<file path="src/rtl/mips_pkg.sv">
// mips_pkg: shared types and constants for the MIPS simple core
package mips_pkg;
  localparam int INSTR_W = 32;
  localparam logic [31:0] DEFAULT_RESET_PC = 32'h0000_0000;
  typedef enum logic [1:0] {ISSUE, WAIT, DROP} fetch_state_t;
  typedef struct packed {
    logic [INSTR_W-1:0] instr;
    logic [31:0]        pc4;
  } fetch_entry_t;
endpackage

</file>
<file path="src/rtl/ifetch_skid.sv">
// ifetch_skid: output register plus one-entry skid buffer for fetched instructions
module ifetch_skid
  import mips_pkg::*;
(
  input  logic         clk,
  input  logic         rst_n,
  input  logic         push,
  input  logic         pop,
  input  logic         flush,
  input  fetch_entry_t din,
  output fetch_entry_t dout,
  output logic [1:0]   count,
  output logic         full,
  output logic         empty
);
  fetch_entry_t skid;
  logic out_v, skid_v;
  // a push never meets a full skid: the fetch side only issues while the skid is empty
  always_ff @(posedge clk or negedge rst_n)
    if (!rst_n) begin
      dout   <= '0;
      skid   <= '0;
      out_v  <= 1'b0;
      skid_v <= 1'b0;
    end else if (flush) begin
      out_v  <= 1'b0;
      skid_v <= 1'b0;
    end else if (pop && skid_v) begin
      dout   <= skid;
      skid_v <= 1'b0;
    end else if (push && (!out_v || pop)) begin
      dout  <= din;
      out_v <= 1'b1;
    end else if (push) begin
      skid   <= din;
      skid_v <= 1'b1;
    end else if (pop)
      out_v <= 1'b0;
  assign count = {1'b0, out_v} + {1'b0, skid_v};
  assign full  = skid_v;
  assign empty = !out_v;
endmodule

</file>
<file path="src/rtl/ifetch_unit.sv">
// ifetch_unit: PC, single-outstanding imem req/ack fetch FSM and redirect handling
module ifetch_unit
  import mips_pkg::*;
#(
  parameter logic [31:0] RESET_PC = DEFAULT_RESET_PC
) (
  input  logic               clk,
  input  logic               rst_n,
  output logic               imem_req,
  output logic [31:0]        imem_addr,
  input  logic               imem_ack,
  input  logic [INSTR_W-1:0] imem_rdata,
  output logic               if_valid,
  output logic [INSTR_W-1:0] if_instr,
  output logic [31:0]        if_pc4,
  input  logic               id_ready,
  input  logic               redirect,
  input  logic [31:0]        redirect_pc
);
  fetch_state_t state, state_d;
  logic [31:0] pc, pc_d, pc_inc, addr_d;
  logic req_d, ack, push, pop, full, empty;
  logic [1:0] count_unused;
  fetch_entry_t din, dout;
  assign ack    = imem_req && imem_ack;
  assign pop    = if_valid && id_ready && !redirect;
  assign pc_inc = pc + 32'd4;
  assign din    = '{instr: imem_rdata, pc4: pc_inc};
  always_ff @(posedge clk or negedge rst_n)
    if (!rst_n) begin
      state     <= ISSUE;
      pc        <= RESET_PC;
      imem_req  <= 1'b0;
      imem_addr <= RESET_PC;
    end else begin
      state     <= state_d;
      pc        <= pc_d;
      imem_req  <= req_d;
      imem_addr <= addr_d;
    end
  always_comb begin
    state_d = state;
    pc_d    = pc;
    req_d   = imem_req;
    addr_d  = imem_addr;
    push    = 1'b0;
    case (state)
      ISSUE: if (!full) begin
        req_d   = 1'b1;
        addr_d  = pc;
        state_d = WAIT;
      end
      WAIT: if (ack) begin
        req_d   = 1'b0;
        push    = 1'b1;
        pc_d    = pc_inc;
        state_d = ISSUE;
      end
      DROP: if (ack) begin
        req_d   = 1'b0;
        state_d = ISSUE;
      end
    endcase
    // redirect wins; any request still open after this edge belongs to the old path
    if (redirect) begin
      push    = 1'b0;
      pc_d    = {redirect_pc[31:2], 2'b00};
      req_d   = ack ? 1'b0 : req_d;
      state_d = ack ? ISSUE : (state_d == ISSUE ? ISSUE : DROP);
    end
  end
  ifetch_skid u_skid (
    .clk   (clk),
    .rst_n (rst_n),
    .push  (push),
    .pop   (pop),
    .flush (redirect),
    .din   (din),
    .dout  (dout),
    .count (count_unused),
    .full  (full),
    .empty (empty)
  );
  assign if_valid = !empty;
  assign if_instr = dout.instr;
  assign if_pc4   = dout.pc4;
endmodule

</file>
<file path="config.mk">
export PLATFORM = sky130hd
export DESIGN_NAME = ifetch_unit
export DESIGN_NICKNAME = d
export VERILOG_FILES = /design/src/rtl/mips_pkg.sv /design/src/rtl/ifetch_skid.sv /design/src/rtl/ifetch_unit.sv
export SDC_FILE = /design/constraint.sdc
export NUM_CORES = 1
export LEC_CHECK = 0
export ABC_CLOCK_PERIOD_IN_PS = 1800
export BUFFER_PORTS_ARGS = -buffer_cell sky130_fd_sc_hd__buf_2
export CAP_MARGIN = 20
export CORE_UTILIZATION = 30
export CTS_CLUSTER_SIZE = 25
export DETAILED_ROUTE_END_ITERATION = 16
export GPL_ROUTABILITY_DRIVEN = 1
export SETUP_SLACK_MARGIN = 0.4
export SLEW_MARGIN = 20
export SYNTH_ARGS = -nofsm -noshare
export SYNTH_HDL_FRONTEND = slang
export SYNTH_SLANG_ARGS = --single-unit
</file>
<file path="constraint.sdc">
create_clock -name clk -period 1.8 [get_ports clk]
set_input_delay 0.18 -clock clk [delete_from_list [all_inputs] [get_ports clk]]
set_output_delay 0.18 -clock clk [all_outputs]
set_load 0.1 [all_outputs]
</file>
==> impl_metrics.env <==
export IMPL_layout_nets=1299
export IMPL_slew_headroom=0.559
export IMPL_clk_path_buf_depth=2
export IMPL_core_mm2=0.0288
export IMPL_drcViolationCount=0
export IMPL_setup_viol=103
export IMPL_fillCellCount=2490
export IMPL_ys_types=43
export IMPL_gp_congestion=0.807
export IMPL_period_share=1.06
export IMPL_yosys_top_cells_area="dfrtp_1 (54%), mux2_2 (8.2%), nand2_1 (6.8%)"
export IMPL_synth_area_per_cell_um2=9.94
export IMPL_synth_ff_type="dfrtp_1"
export IMPL_layout_drive_gt1_share=0.484
export IMPL_first_global_vias=7628
export IMPL_drtAntennaViolNets=0
export IMPL_maxSlewViolCount=0
export IMPL_fmaxAchievable_mhz=523
export IMPL_antenna_found_initial=0
export IMPL_worstSetupEndpointType="flip-flop"
export IMPL_worstHoldStart="imem_rdata[14]"
export IMPL_vias=7919
export IMPL_setup_slack_ns=-0.110
export IMPL_p_per_area_mw_per_mm2=1610
export IMPL_routedWlPerCell_um=17.4
export IMPL_fp_row_count=62
export IMPL_required_ns=2.13
export IMPL_synth_edf_count=0
export IMPL_synth_top_family_by_area="simple AND/OR/NAND/NOR gates"
export IMPL_cp_max_fo=8
export IMPL_area_delta_synth_final_pct=61.3
export IMPL_synthAdderAreaFrac=0.00569
export IMPL_ioPinCount=167
export IMPL_synth_top_area_frac=0.538
export IMPL_clock_skew_ns=0.0369
export IMPL_rsz0062_at_grt="yes"
export IMPL_ir_worst_vdd_mv=2.06
export IMPL_fin_crit_ns=1.91
export IMPL_viasPerCell=4.88
export IMPL_die_area_mm2=0.0300
export IMPL_muxShareOfSynthArea=0.0865
export IMPL_final_cell_mix="dfrtp_1 (182), buf_2 (134), nand2_1 (115)"
export IMPL_drt_iter0_drc=507
export IMPL_final_util=0.493
export IMPL_cts_root_buf="clkbuf_16"
export IMPL_cts_buffers=17
export IMPL_violations="setup timing"
export IMPL_async_flop_share=1.00
export IMPL_initial_utilization=0.306
export IMPL_ys_warn_count=0
export IMPL_overflow=0
export IMPL_yosysSeqAreaShare=0.538
export IMPL_grt_pass1_wl_um=42300
export IMPL_cp_start_kind="flip-flop"
export IMPL_maxCapViolCount=0
export IMPL_syn_inst=885
export IMPL_firstDrtPassIters=7
export IMPL_insertion_delay_ns=0.45
export IMPL_track_usage=0.177
export IMPL_cts_tree="done"
export IMPL_clk_pin_slew_ns=0.08
export IMPL_synth_xor_area_share=0.0568
export IMPL_tns_ns=-3.30
export IMPL_ys_ff_latch=189
export IMPL_hpwl_um=17900
export IMPL_yosys_area_share_simple=0.179
export IMPL_critical_path_class="flip-flop to flip-flop"
export IMPL_die_width_um=173
export IMPL_routed_wl_um=28200
export IMPL_synth_compound_area_frac=0.0983
export IMPL_status="finished with violations"
export IMPL_final_common_cell="dfrtp_1"
export IMPL_arrival_ns=2.24
export IMPL_cts_htree_levels=4
export IMPL_netlist_area_mm2=0.00879
export IMPL_rr_startpoint="state[1]"
export IMPL_grt_max_degree=64
export IMPL_hp_class="primary input to flip-flop"
export IMPL_numPortBuffers=160
export IMPL_final_hold_violation_count=0
export IMPL_power_leakage_nw=6.69
export IMPL_worst_pin_slew_ns=0.662
export IMPL_yosysTopAreaCell="dfrtp_1"
export IMPL_dp_slack_ns=-0.254
export IMPL_diodes=0
export IMPL_critical_path_startpoint="state[1]"
export IMPL_cts_sinks=189
export IMPL_die_height_um=173
-- Yosys cell counts, types with 2 or more instances --
library cell  number
clkbuf_1          52
nor3_1            13
mux2_2            64
nand3_1           35
a21oi_1           22
buf_1              5
nand4_1           21
nor4_1             3
ha_1               4
inv_1              4
dfrtp_1          189
buf_4              5
a21o_1             7
buf_2              8
mux2i_1            4
and3_1            22
xnor2_1           17
nor2_2             2
a211oi_1           4
o21ai_0           84
nand2b_1           2
nor2b_1            3
nor4_4             3
a31oi_1           35
or3_1              3
xor2_1            40
and2_1             4
nor2_1            57
nand2_1          159
-- flip-flops by register name, indices dropped and copies added, names as in the netlist --
register	count
u_skid.dout	62
u_skid.full	1
imem_req	1
u_skid.skid	62
imem_addr	30
state	2
pc	30
u_skid.out_v	1
-- critical path, stage by stage, from the launching register on --
cell and delay, ns:
dfrtp_1 0.41, inv_2 0.09, ha_4 0.14, buf_6 0.11
buf_6 0.08, nor4b_4 0.28, buf_6 0.20, buf_12 0.11
clkbuf_16 0.15, a211oi_2 0.07, a21o_1 0.17
-- kinds of logic (layout without fill, tap and decap cells) --
kind of cell	Yosys count	in the layout
other	1	4
XOR/XNOR	57	57
buffers and inverters	75	426
AO/OA/AOI/OAI	156	156
flip-flops	189	189
multiplexers	68	68
AND/OR/NAND/NOR	335	335
adder cells (fa/ha/maj)	4	4
-- cell type report --
cell class,instances,area [um2],share of cell area
Multi-Input combinational cell,624,4910,0.346
Inverter,5,23.8,0.00168
Clock inverter,15,191,0.0135
Clock buffer,17,425,0.0300
Sequential cell,189,4740,0.334
Tap cell,384,480,0.0339
Timing Repair Buffer,389,3410,0.240
-- through the flow --
stage	power, mW	std cells	area (um2)	hold slack, ns
6_report	22.8	1623	14200	0.0176
5_1_grt	23.7	1623	14200	0.0162
4_1_cts	21.9	1590	13000	0.00141
3_5_place_dp	17.2	1468	11000	0.180
3_3_place_gp	17.1	1468	11000	0.181
2_1_floorplan	15.0	888	9160	-0.116
-- power by group --
group / internal, mW / switching [mW]
registers: 5.34 / 0.717
logic: 3.21 / 9.52
clock network: 2.13 / 1.87
total: 10.7 / 12.1
-- path summary, 6_finish.rpt --
check	to	slack, ns	cells after the start
setup reg to reg	u_skid.dout[7]	-0.11	10
hold / removal	u_skid.skid[46]	0.02	2
min in group asynchronous	u_skid.skid[40]	0.25	2
hold reg to reg	imem_addr[7]	0.50	2
max in group asynchronous	u_skid.dout[29]	0.85	3
setup / recovery	u_skid.dout[7]	-0.11	10
-- what timing repair did --
item | in CTS | in global routing
hold buffers | 58 | 0
setup buffers | 32 | 20
pin swaps | 29 | 83
endpoints found under the hold margin | 122 | 0
cloned | 0 | 13
gates resized for setup | 113 | 239
setup endpoints to repair | 276 | 282
-- layer usage --
layer / part of all wire / up-vias / wire, um / GRT usage
li1: - / 3723 / - / -
met1: 0.47 / 3939 / 13100 / 0.253
met2: 0.49 / 221 / 13700 / 0.280
met3: 0.033 / 36 / 920 / 0.0286
met4: 0.016 / 0 / 463 / 0.0424
met5: 0 / - / 0 / 0
Note: power is estimated with default switching activity, not from simulation.
